`src/rtl/tank_pkg.sv`:
```
// Shared definitions for the tank game: key/direction codes, screen limits,
// bullet FSM states and the saturating position-step helper.
package tank_pkg;

  localparam logic [7:0] KEY_ENTER    = 8'h58;
  localparam logic [9:0] SCREEN_X_MAX = 10'd639;
  localparam logic [9:0] SCREEN_Y_MAX = 10'd479;
  localparam logic [9:0] TANK_SIZE    = 10'd32;

  localparam logic [2:0] DIR_UP    = 3'd1;
  localparam logic [2:0] DIR_RIGHT = 3'd2;
  localparam logic [2:0] DIR_LEFT  = 3'd3;
  localparam logic [2:0] DIR_DOWN  = 3'd4;

  localparam logic [1:0] HIT1_NONE = 2'b00;
  localparam logic [1:0] HIT1_FLY  = 2'b01;
  localparam logic [1:0] HIT1_WALL = 2'b10;

  typedef enum logic [1:0] {
    BS_IDLE     = 2'd0,
    BS_FLYING   = 2'd1,
    BS_HIT      = 2'd2,
    BS_COOLDOWN = 2'd3
  } bullet_state_t;

  typedef struct packed {
    logic [9:0] pos;
    logic       hit;
  } pos_res_t;

  function automatic logic dir_valid(input logic [2:0] d);
    return (d >= DIR_UP) && (d <= DIR_DOWN);
  endfunction

  // Moves pos by delta (subtract when neg) in 11-bit arithmetic; results below 0
  // or above hi (largest legal top-left) saturate and flag a wall hit.
  function automatic pos_res_t step_pos(input logic [9:0] pos, input logic [9:0] delta,
                                        input logic neg, input logic [9:0] hi);
    pos_res_t    r;
    logic [10:0] res;
    res = neg ? ({1'b0, pos} - {1'b0, delta}) : ({1'b0, pos} + {1'b0, delta});
    r   = '{pos: res[9:0], hit: 1'b0};
    if (neg && (pos < delta)) r = '{pos: 10'd0, hit: 1'b1};
    else if (res > {1'b0, hi}) r = '{pos: hi, hit: 1'b1};
    return r;
  endfunction

endpackage

```
`src/rtl/bullet_ctrl_if.sv`:
```
// Bundle between the game logic (master) and the bullet controller (slave).
interface bullet_ctrl_if;
  import tank_pkg::*;

  logic [7:0]    keycode;
  logic [9:0]    tank_X;
  logic [9:0]    tank_Y;
  logic [2:0]    tank_dir;
  logic [9:0]    DrawX;
  logic [9:0]    DrawY;
  logic          is_bullet;
  logic [9:0]    bullet_X;
  logic [9:0]    bullet_Y;
  logic [1:0]    hit1;
  logic          fire_ack;
  bullet_state_t dbg_state;

  // fire_ack is a single-Clk strobe with no ready: it marks the launch of a
  // shot and the master must not stall it; requests are never queued.
  modport master (output keycode, tank_X, tank_Y, tank_dir, DrawX, DrawY,
                  input  is_bullet, bullet_X, bullet_Y, hit1, fire_ack, dbg_state);
  modport slave  (input  keycode, tank_X, tank_Y, tank_dir, DrawX, DrawY,
                  output is_bullet, bullet_X, bullet_Y, hit1, fire_ack, dbg_state);
endinterface

```
`src/rtl/frame_tick.sv`:
```
// Rising-edge detector for the slow frame clock, producing a one-Clk tick.
module frame_tick (
  input  logic i_clk,
  input  logic i_rst_n,
  input  logic i_frame_clk,
  output logic o_tick
);
  logic r_meta;
  logic r_prev;
  logic r_tick;

  always_ff @(posedge i_clk or negedge i_rst_n) begin
    if (!i_rst_n) begin
      r_meta <= 1'b0;
      r_prev <= 1'b0;
      r_tick <= 1'b0;
    end else begin
      r_meta <= i_frame_clk;
      r_prev <= r_meta;
      r_tick <= r_meta & ~r_prev;
    end
  end

  assign o_tick = r_tick;
endmodule

```
`src/rtl/bullet_ctrl.sv`:
```
// Single-bullet controller: launches on Enter, flies one step per frame,
// saturates at screen edges, then holds a cooldown before the next shot.
module bullet_ctrl
  import tank_pkg::*;
#(
  parameter logic [9:0] Bullet_Size     = 10'd8,
  parameter logic [9:0] Bullet_Step     = 10'd4,
  parameter logic [5:0] Cooldown_Frames = 6'd15,
  parameter logic [9:0] X_Max           = SCREEN_X_MAX,
  parameter logic [9:0] Y_Max           = SCREEN_Y_MAX
) (
  input  logic         Clk,
  input  logic         Reset_n,
  input  logic         frame_clk,
  bullet_ctrl_if.slave bus
);
   localparam logic [9:0] X_HI     = X_Max - Bullet_Size + 10'd1;
   localparam logic [9:0] Y_HI     = Y_Max - Bullet_Size + 10'd1;
   localparam logic [9:0] SIDE_OFS = (TANK_SIZE - Bullet_Size) >> 1;

   bullet_state_t r_state, w_state_nxt;
   logic [9:0]    r_x, r_y, w_x_nxt, w_y_nxt;
   logic [2:0]    r_dir, w_dir_nxt;
   logic [5:0]    r_cnt, w_cnt_nxt;
   logic          r_req, w_req_nxt;
   logic          r_enter_prev, r_fire_ack, w_launch;
   logic [1:0]    r_hit1, w_hit1_nxt;
   logic          w_tick, w_press;
   pos_res_t      w_sp_x, w_sp_y, w_mv_x, w_mv_y;

   frame_tick u_frame_tick (
      .i_clk       (Clk),
      .i_rst_n     (Reset_n),
      .i_frame_clk (frame_clk),
      .o_tick      (w_tick)
   );

   // Reset treats Enter as already held, so a key held through reset cannot fire.
   assign w_press = (bus.keycode == KEY_ENTER) && !r_enter_prev;

   always_comb begin
      w_sp_x = step_pos(bus.tank_X, SIDE_OFS, 1'b0, X_HI);
      w_sp_y = step_pos(bus.tank_Y, SIDE_OFS, 1'b0, Y_HI);
      case (bus.tank_dir)
         DIR_UP:    w_sp_y = step_pos(bus.tank_Y, Bullet_Size, 1'b1, Y_HI);
         DIR_DOWN:  w_sp_y = step_pos(bus.tank_Y, TANK_SIZE,   1'b0, Y_HI);
         DIR_LEFT:  w_sp_x = step_pos(bus.tank_X, Bullet_Size, 1'b1, X_HI);
         DIR_RIGHT: w_sp_x = step_pos(bus.tank_X, TANK_SIZE,   1'b0, X_HI);
         default:   ;
      endcase
   end

   always_comb begin
      w_mv_x = '{pos: r_x, hit: 1'b0};
      w_mv_y = '{pos: r_y, hit: 1'b0};
      case (r_dir)
         DIR_UP:    w_mv_y = step_pos(r_y, Bullet_Step, 1'b1, Y_HI);
         DIR_DOWN:  w_mv_y = step_pos(r_y, Bullet_Step, 1'b0, Y_HI);
         DIR_LEFT:  w_mv_x = step_pos(r_x, Bullet_Step, 1'b1, X_HI);
         DIR_RIGHT: w_mv_x = step_pos(r_x, Bullet_Step, 1'b0, X_HI);
         default:   ;
      endcase
   end

   always_comb begin
      w_state_nxt = r_state;
      w_x_nxt     = r_x;
      w_y_nxt     = r_y;
      w_dir_nxt   = r_dir;
      w_cnt_nxt   = r_cnt;
      w_req_nxt   = 1'b0;
      w_launch    = 1'b0;
      case (r_state)
         BS_IDLE: begin
            w_req_nxt = r_req | w_press;
            if (w_tick && r_req) begin
               w_req_nxt = w_press;
               if (dir_valid(bus.tank_dir)) begin
                  w_launch    = 1'b1;
                  w_dir_nxt   = bus.tank_dir;
                  w_x_nxt     = w_sp_x.pos;
                  w_y_nxt     = w_sp_y.pos;
                  w_state_nxt = (w_sp_x.hit || w_sp_y.hit) ? BS_HIT : BS_FLYING;
               end
            end
         end
         BS_FLYING: if (w_tick) begin
            w_x_nxt = w_mv_x.pos;
            w_y_nxt = w_mv_y.pos;
            if (w_mv_x.hit || w_mv_y.hit) w_state_nxt = BS_HIT;
         end
         BS_HIT: if (w_tick) begin
            w_state_nxt = BS_COOLDOWN;
            w_cnt_nxt   = Cooldown_Frames;
         end
         BS_COOLDOWN: if (w_tick) begin
            // A load of 0 behaves like 1: leave on the first tick.
            if (r_cnt <= 6'd1) begin
               w_state_nxt = BS_IDLE;
               w_cnt_nxt   = 6'd0;
            end else begin
               w_cnt_nxt = r_cnt - 6'd1;
            end
         end
         default: w_state_nxt = BS_IDLE;
      endcase
      case (w_state_nxt)
         BS_FLYING: w_hit1_nxt = HIT1_FLY;
         BS_HIT:    w_hit1_nxt = HIT1_WALL;
         default:   w_hit1_nxt = HIT1_NONE;
      endcase
   end

   always_ff @(posedge Clk or negedge Reset_n) begin
      if (!Reset_n) begin
         r_state      <= BS_IDLE;
         r_x          <= 10'd0;
         r_y          <= 10'd0;
         r_dir        <= 3'd0;
         r_cnt        <= 6'd0;
         r_req        <= 1'b0;
         r_enter_prev <= 1'b1;
         r_fire_ack   <= 1'b0;
         r_hit1       <= HIT1_NONE;
      end else begin
         r_state      <= w_state_nxt;
         r_x          <= w_x_nxt;
         r_y          <= w_y_nxt;
         r_dir        <= w_dir_nxt;
         r_cnt        <= w_cnt_nxt;
         r_req        <= w_req_nxt;
         r_enter_prev <= (bus.keycode == KEY_ENTER);
         r_fire_ack   <= w_launch;
         r_hit1       <= w_hit1_nxt;
      end
   end

   assign bus.is_bullet = (r_state == BS_FLYING) &&
                          ({1'b0, bus.DrawX} >= {1'b0, r_x}) &&
                          ({1'b0, bus.DrawX} <  ({1'b0, r_x} + {1'b0, Bullet_Size})) &&
                          ({1'b0, bus.DrawY} >= {1'b0, r_y}) &&
                          ({1'b0, bus.DrawY} <  ({1'b0, r_y} + {1'b0, Bullet_Size}));
   assign bus.bullet_X  = r_x;
   assign bus.bullet_Y  = r_y;
   assign bus.hit1      = r_hit1;
   assign bus.fire_ack  = r_fire_ack;
   assign bus.dbg_state = r_state;
endmodule

```
`src/flat_wrapper.sv`:
```
// flat-port wrapper written by rule: the top's interface ports become plain ports
module bullet_ctrl_flat import tank_pkg::*;
#(
  parameter logic [9:0] Bullet_Size     = 10'd8,
  parameter logic [9:0] Bullet_Step     = 10'd4,
  parameter logic [5:0] Cooldown_Frames = 6'd15,
  parameter logic [9:0] X_Max           = SCREEN_X_MAX,
  parameter logic [9:0] Y_Max           = SCREEN_Y_MAX
)
  (Clk, Reset_n, frame_clk, bus_keycode, bus_tank_X, bus_tank_Y, bus_tank_dir, bus_DrawX, bus_DrawY, bus_is_bullet, bus_bullet_X, bus_bullet_Y, bus_hit1, bus_fire_ack, bus_dbg_state);
  bullet_ctrl_if bus_i ();
  input  logic Clk;
  input  logic Reset_n;
  input  logic frame_clk;
  input wire logic [$bits(bus_i.keycode)-1:0] bus_keycode;
  input wire logic [$bits(bus_i.tank_X)-1:0] bus_tank_X;
  input wire logic [$bits(bus_i.tank_Y)-1:0] bus_tank_Y;
  input wire logic [$bits(bus_i.tank_dir)-1:0] bus_tank_dir;
  input wire logic [$bits(bus_i.DrawX)-1:0] bus_DrawX;
  input wire logic [$bits(bus_i.DrawY)-1:0] bus_DrawY;
  output wire logic [$bits(bus_i.is_bullet)-1:0] bus_is_bullet;
  output wire logic [$bits(bus_i.bullet_X)-1:0] bus_bullet_X;
  output wire logic [$bits(bus_i.bullet_Y)-1:0] bus_bullet_Y;
  output wire logic [$bits(bus_i.hit1)-1:0] bus_hit1;
  output wire logic [$bits(bus_i.fire_ack)-1:0] bus_fire_ack;
  output wire logic [$bits(bus_i.dbg_state)-1:0] bus_dbg_state;
  assign bus_i.keycode = bus_keycode;
  assign bus_i.tank_X = bus_tank_X;
  assign bus_i.tank_Y = bus_tank_Y;
  assign bus_i.tank_dir = bus_tank_dir;
  assign bus_i.DrawX = bus_DrawX;
  assign bus_i.DrawY = bus_DrawY;
  assign bus_is_bullet = bus_i.is_bullet;
  assign bus_bullet_X = bus_i.bullet_X;
  assign bus_bullet_Y = bus_i.bullet_Y;
  assign bus_hit1 = bus_i.hit1;
  assign bus_fire_ack = bus_i.fire_ack;
  assign bus_dbg_state = bus_i.dbg_state;
  bullet_ctrl #(.Bullet_Size(Bullet_Size), .Bullet_Step(Bullet_Step), .Cooldown_Frames(Cooldown_Frames), .X_Max(X_Max), .Y_Max(Y_Max)) u_core (.Clk(Clk), .Reset_n(Reset_n), .frame_clk(frame_clk), .bus(bus_i));
endmodule
```
`config.mk`:
```
export PLATFORM = sky130hd
export DESIGN_NAME = bullet_ctrl_flat
export DESIGN_NICKNAME = d
export VERILOG_FILES = /design/src/rtl/tank_pkg.sv /design/src/rtl/bullet_ctrl_if.sv /design/src/rtl/frame_tick.sv /design/src/rtl/bullet_ctrl.sv /design/src/flat_wrapper.sv
export SDC_FILE = /design/constraint.sdc
export NUM_CORES = 1
export LEC_CHECK = 0
export ABC_AREA = 0
export ABC_CLOCK_PERIOD_IN_PS = 2700
export BUFFER_PORTS_ARGS = -buffer_cell sky130_fd_sc_hd__buf_2
export CORE_UTILIZATION = 40
export DETAILED_ROUTE_END_ITERATION = 16
export PLACE_DENSITY_LB_ADDON = 0.05
export SYNTH_ARGS = -nofsm -noshare
export SYNTH_HDL_FRONTEND = slang
export SYNTH_SLANG_ARGS = --single-unit
export TNS_END_PERCENT = 20
```
`constraint.sdc`:
```
create_clock -name Clk -period 2.7 [get_ports Clk]
set_input_delay 0.27 -clock Clk [delete_from_list [all_inputs] [get_ports Clk]]
set_output_delay 0.27 -clock Clk [all_outputs]
set_load 0.01 [all_outputs]
```
* After elaboration in Yosys (flattened, before gate mapping)
Cells that the tools add are included.
Cells by class: add/subtract/negate cells 13, $lt $le $gt $ge 21, equality and inequality tests 21, muxes and demuxes 45, bitwise operators 3, reduce and logical (&&, ||, !) cells 17
Operators with widths (number):
- 11-bit two-way mux | 14
- 11-bit one-hot mux with 2 select lines | 4
- 10-bit two-way mux | 6
- 11-bit by 10-bit > comparator with 1-bit output (second input constant) | 5
- 11-bit by 9-bit > comparator with 1-bit output (second input constant) | 5
- 10-bit by 4-bit adder with 11-bit output (second input constant) | 4
- 10-bit one-hot mux with 2 select lines | 2
- 10-bit by 3-bit adder with 11-bit output (second input constant) | 2
- 10-bit by 6-bit adder with 11-bit output (second input constant) | 2
- 10-bit by 11-bit < comparator with 1-bit output | 2
- 10-bit by 3-bit subtractor with 11-bit output (second input constant) | 2
- 10-bit by 4-bit subtractor with 11-bit output (second input constant) | 2
- 10-bit greater-or-equal comparator | 2
- 10-bit by 3-bit < comparator with 1-bit output (second input constant) | 2
- 10-bit by 4-bit < comparator with 1-bit output (second input constant) | 2
- 6-bit two-way mux | 3
- 2-bit two-way mux | 8
- 3-bit by 2-bit == test with 1-bit output (second input constant) | 4
- 6-bit one-hot mux with 2 select lines | 1
- 5-bit AND reduction | 2
- 8-bit by 7-bit == test with 1-bit output (second input constant) | 1
- 2-bit one-hot mux with 4 select lines | 1
- 1-bit logical AND | 7
- 2-bit == test (second input constant) | 3
- other kinds (20) | 34
Word-level totals: register bits after elaboration 39, bits of input ports 54, output and inout bits 26

* Longest topological paths before layout
depth in word-level cells 12, mapped depth 11

* Hierarchy
Synthesis repeated with hierarchy kept, for this count alone.
Second synthesis, totals: cells, all modules 726, area, all modules 5557.8 µm²
Modules (own cells, without submodules):
- bullet_ctrl | times used 1, cells an instance 722, area an instance 5469.0 µm²
- frame_tick | times used 1, cells an instance 4, area an instance 88.8 µm²

* Least setup slack after synthesis
No wires, ideal clock.
path type register to output, start register u_core.r_x[7] (netlist: u_core.bus.bullet_X[7]), end output port bus_is_bullet, data arrival time 2.440 ns, data required time 2.430 ns, path slack -0.010 ns, cell stages (with the launch flop) 10, buffers on the path 1, cell sequence dfrtp_1 -> clkbuf_1 -> nand2_1 -> nor2_1 -> xnor2_1 -> ha_1 -> a2111o_1 -> a211oi_1 -> nor3_1 -> nor4_1
On the way: word-level cells in the longest chain between the ends 5, elaborated cells between the ends (all ways) 7, classes of those cells 1 x add/sub; 2 x order compare; 4 x reduce/logical
RTL lines:
- start: declaration | line bullet_ctrl.sv:22 | logic [9:0] r_x, r_y, w_x_nxt, w_y_nxt;
- start signal: assignment | line bullet_ctrl.sv:127 | r_x <= w_x_nxt;
- 10-bit by 4-bit adder with 11-bit output / 10-bit greater-or-equal comparator (equally long branches) | line bullet_ctrl.sv:140, bullet_ctrl.sv:139
- 10-bit by 11-bit < comparator with 1-bit output / 1-bit logical AND (equally long branches) | line bullet_ctrl.sv:140, bullet_ctrl.sv:138
- 1-bit logical AND (*) | line bullet_ctrl.sv:139 | ({1'b0, bus.DrawX} >= {1'b0, r_x}) &&
- 1-bit logical AND (*) | line bullet_ctrl.sv:140 | ({1'b0, bus.DrawX} < ({1'b0, r_x} + {1'b0, Bullet_Size})) &&
- 1-bit logical AND (*) | line bullet_ctrl.sv:141 | ({1'b0, bus.DrawY} >= {1'b0, r_y}) &&
- end: declaration | line flat_wrapper.sv:21 | output wire logic [$bits(bus_i.is_bullet)-1:0] bus_is_bullet;
Mark *: on every way between the ends. The rest lies on a longest branch, timed or not.

* Final worst setup path
start register u_core.r_x[6] (netlist: u_core.bus.bullet_X[6]), end output port bus_is_bullet
Same word-level chain as after synthesis.

==> results.toml <==
[logic_synthesis]
yosys_warnings = 0
synth_compound_area_share_pct = 30.3
async_flop_share_pct = 100
synth_top_family_by_area = "compound AO/OA/AOI/OAI gates"
synth_edf_count = 0
synthMuxAreaShare_pct = 1.72
avgSynthCellArea_um2 = 7.63
ys_top_cells_by_count = "68 x ha_1, 64 x nand2_1, 56 x a21oi_1"
synth-main-ff-cell = "dfrtp_1"
synthMostInstantiatedCell = "ha_1"
seq_area_frac_synth_pct = 17.4
syn_inst = 735
synthAdderAreaFrac_pct = 15.2
ys_types = 90
syn-num-nets = 857
synthSimpleGateAreaFrac_pct = 23.7
yosysTopAreaCellShare_pct = 17.0
yosysTopAreaCell = "dfrtp_1"
synth-xor-area-share_pct = 5.93
synth_top_cells_by_area = "dfrtp_1 17%, ha_1 15%, a21oi_1 5.0%"
synth_seq_cells = 39
syn-cell-area_mm2 = 0.00561

[sta]
setup_viol = 1
finalClockSkew_ns = 0.00641
setup_slack_ns = -0.0327
finalHoldViolations = 0
fmax_ghz = 0.366
finalCritPeriodShare_pct = 101
drv_slew = 0
max_slew_margin_pct = 39.4
rsz0062_at_grt = "yes"
post-route-min-period_ns = 2.73
worst_slew_pin_slew_ns = 0.909

[cells_and_area]
stdcell_area_mm2 = 0.00696
area_growth_pct = 24.1
fill_cells = 1381
n_antenna_cell = 0
register_area_um2 = 985
post-route-util_pct = 51.7
multiInputGateArea_mm2 = 0.00442
final_cell_count_no_fill = 1043
nets = 988
drive_gt1_share_pct = 25.3

[die]
die_height_um = 120
die_area_mm2 = 0.0145
die_x_um = 120
start_util_pct = 41.7
coreArea_mm2 = 0.0135
rows = 42
ioPinCount = 80

[placement]
hpwl_um = 13700
dp_cells = 1030
placedInstanceArea_mm2 = 0.00664
numPortBuffers = 79
globalplace.congestion = 0.887
dp_slack_ns = -0.129

[routing]
avgViaCountPerCell = 5.79
drcViolationCount = 0
vias = 6036
ant_nets = 0
drt-pass1-iter-count = 5
wl_per_cell_um = 16.5
wirelength_um = 17200
initialDrtViolationCount = 399

[worst_setup_path]
critPathCaptureType = "output pin"
worstPathCellList = "nand2_1, nor2_4, xnor2_2, ha_1, a2111o_1, a211oi_2, nor3_2, nor4_2, buf_2"
arrival_ns = 2.46
setup.worst_path.class = "reg2out"
worstPathRequired_ns = 2.43
worst-path-buf-inv = 1
worstSetupStartpointType = "flip-flop"
cp_max_fo = 6
worst_path_largest_cell_delay_ns = 0.45
cp_slowest_cell = "dfrtp_2"
cpLargestDelayFamily = "compound AO/OA/AOI/OAI gates"

[clock_tree]
clk_pin_slew_worst_paths_ns = 0.06
cts-hold-fix-buffers = 0
htreeDepth = 2
clk_latency_ns = 0.28
clock_path_buffers = 2
cts_buffers = 5
cts_tree = "done"
cts-root-buf = "clkbuf_16"
clock-sinks = 39

[grt]
grt_pass1_wl_um = 28900
grt_pass1_vias = 5813
grt.total_usage_pct = 24.3
antenna_found_initial = 0
gr-total-overflow = 0
grt_max_degree = 40

[pwr]
power.share.clock_pct = 39.6
p_sw_share_pct = 29.8
peakVddDrop_mv = 0.221
combPwrFrac_pct = 26.1
power_mw = 1.73
p_leak_nw = 3.09
powerDensity_mw_per_mm2 = 249
power_switching_mw = 0.515
pwr-share-seq_pct = 34.3
intPower_mw = 1.22

[status]
violations = "negative setup slack"
status = "complete, but fails checks"

[hold_path]
hp-class = "in2reg"

[run]
cap_viol_max_count = 0
[power by group through the flow]
| stage | registers [mW] | clock network, mW | logic, mW |
|---|---|---|---|
| after floorplan | 0.602 | 0 | 0.264 |
| after global placement | 0.604 | 0 | 0.430 |
| after detailed placement | 0.605 | 0 | 0.441 |
| after CTS | 0.594 | 0.697 | 0.447 |
| after global routing | 0.594 | 0.717 | 0.506 |
| final | 0.594 | 0.687 | 0.451 |
[cell families after synthesis]
family | after synthesis
simple gates | 259
xor+xnor | 38
mux | 9
buf+inv | 78
compound gates | 244
fa+ha+maj | 68
flops | 39
[flip-flops by register name (all words and copies together) (netlist names)]
name,flops
u_core.bus.bullet_X,10
u_core.bus.bullet_Y,10
u_core.r_cnt,6
u_core.r_dir,3
u_core.bus.dbg_state,2
u_core.bus.hit1,2
u_core.bus.fire_ack,1
u_core.r_enter_prev,1
u_core.r_req,1
u_core.u_frame_tick.o_tick,1
u_core.u_frame_tick.r_meta,1
u_core.u_frame_tick.r_prev,1
[path summary, 6_finish.rpt]
check,start,end,slack [ns],depth (start not counted)
max,u_core.bus.bullet_X[6]$_DFFE_PN0P_,bus_is_bullet,-0.03,9
min,frame_clk,u_core.u_frame_tick.r_meta$_DFF_PN0_,0.1,1
max in group asynchronous,Reset_n,u_core.bus.bullet_Y[4]$_DFFE_PN0P_,1.95,1
min reg2reg,u_core.u_frame_tick.r_meta$_DFF_PN0_,u_core.u_frame_tick.r_prev$_DFF_PN0_,0.39,0
min in group asynchronous,Reset_n,u_core.u_frame_tick.r_meta$_DFF_PN0_,0.12,1
max reg2reg,u_core.bus.bullet_Y[2]$_DFFE_PN0P_,u_core.bus.hit1[1]$_DFF_PN0_,0.05,10
[metrics by stage]
step	TNS (ns)	hold WS, ns
2_1_floorplan	0	-0.0256
3_3_place_gp	-0.0755	0.366
3_5_place_dp	-0.241	0.385
4_1_cts	-0.0112	0.0939
5_1_grt	-0.418	0.0947
6_report	-0.0327	0.0954
[layer usage]
metal / GRT usage [%] / vias to the layer above / part of all wire [%]
met2: 40.4 / 154 / 47
li1: - / 2998 / -
met5: 0 / - / 0
met1: 34.4 / 2870 / 48
met4: 3.94 / 0 / 0.70
met3: 2.31 / 14 / 4.0
[area by class of cell]
cell class / instances / share of cell area, %
Tap cell: 176 / 3.16
Multi-Input combinational cell: 618 / 63.5
Inverter: 46 / 2.48
Timing Repair Buffer: 156 / 14.3
Sequential cell: 39 / 14.1
Clock buffer: 5 / 1.80
Clock inverter: 3 / 0.629
[layout by cell type, fill, tap and decap left out, types with 15 or more instances in the layout]
| cell type | netlist | final |
|---|---|---|
| nor2_1 | 55 | 54 |
| nand2b_1 | 18 | 18 |
| nor3_1 | 20 | 19 |
| buf_4 | 0 | 74 |
| o21ai_0 | 40 | 38 |
| xnor2_1 | 31 | 30 |
| inv_1 | 44 | 44 |
| ha_1 | 68 | 65 |
| nand2_1 | 64 | 64 |
| buf_2 | 8 | 79 |
| nand3_1 | 23 | 22 |
| dfrtp_1 | 38 | 32 |
| a31oi_1 | 15 | 15 |
| a21oi_1 | 56 | 55 |
[timing repair]
item,4_1_cts,5_1_grt
pin swaps,8,5
gates resized for setup,13,22
gates cloned,0,0
buffers inserted,5,0
hold endpoints to repair,0,0
endpoints found under the setup margin,1,16
No activity file was read; power rests on OpenSTA's default activity.
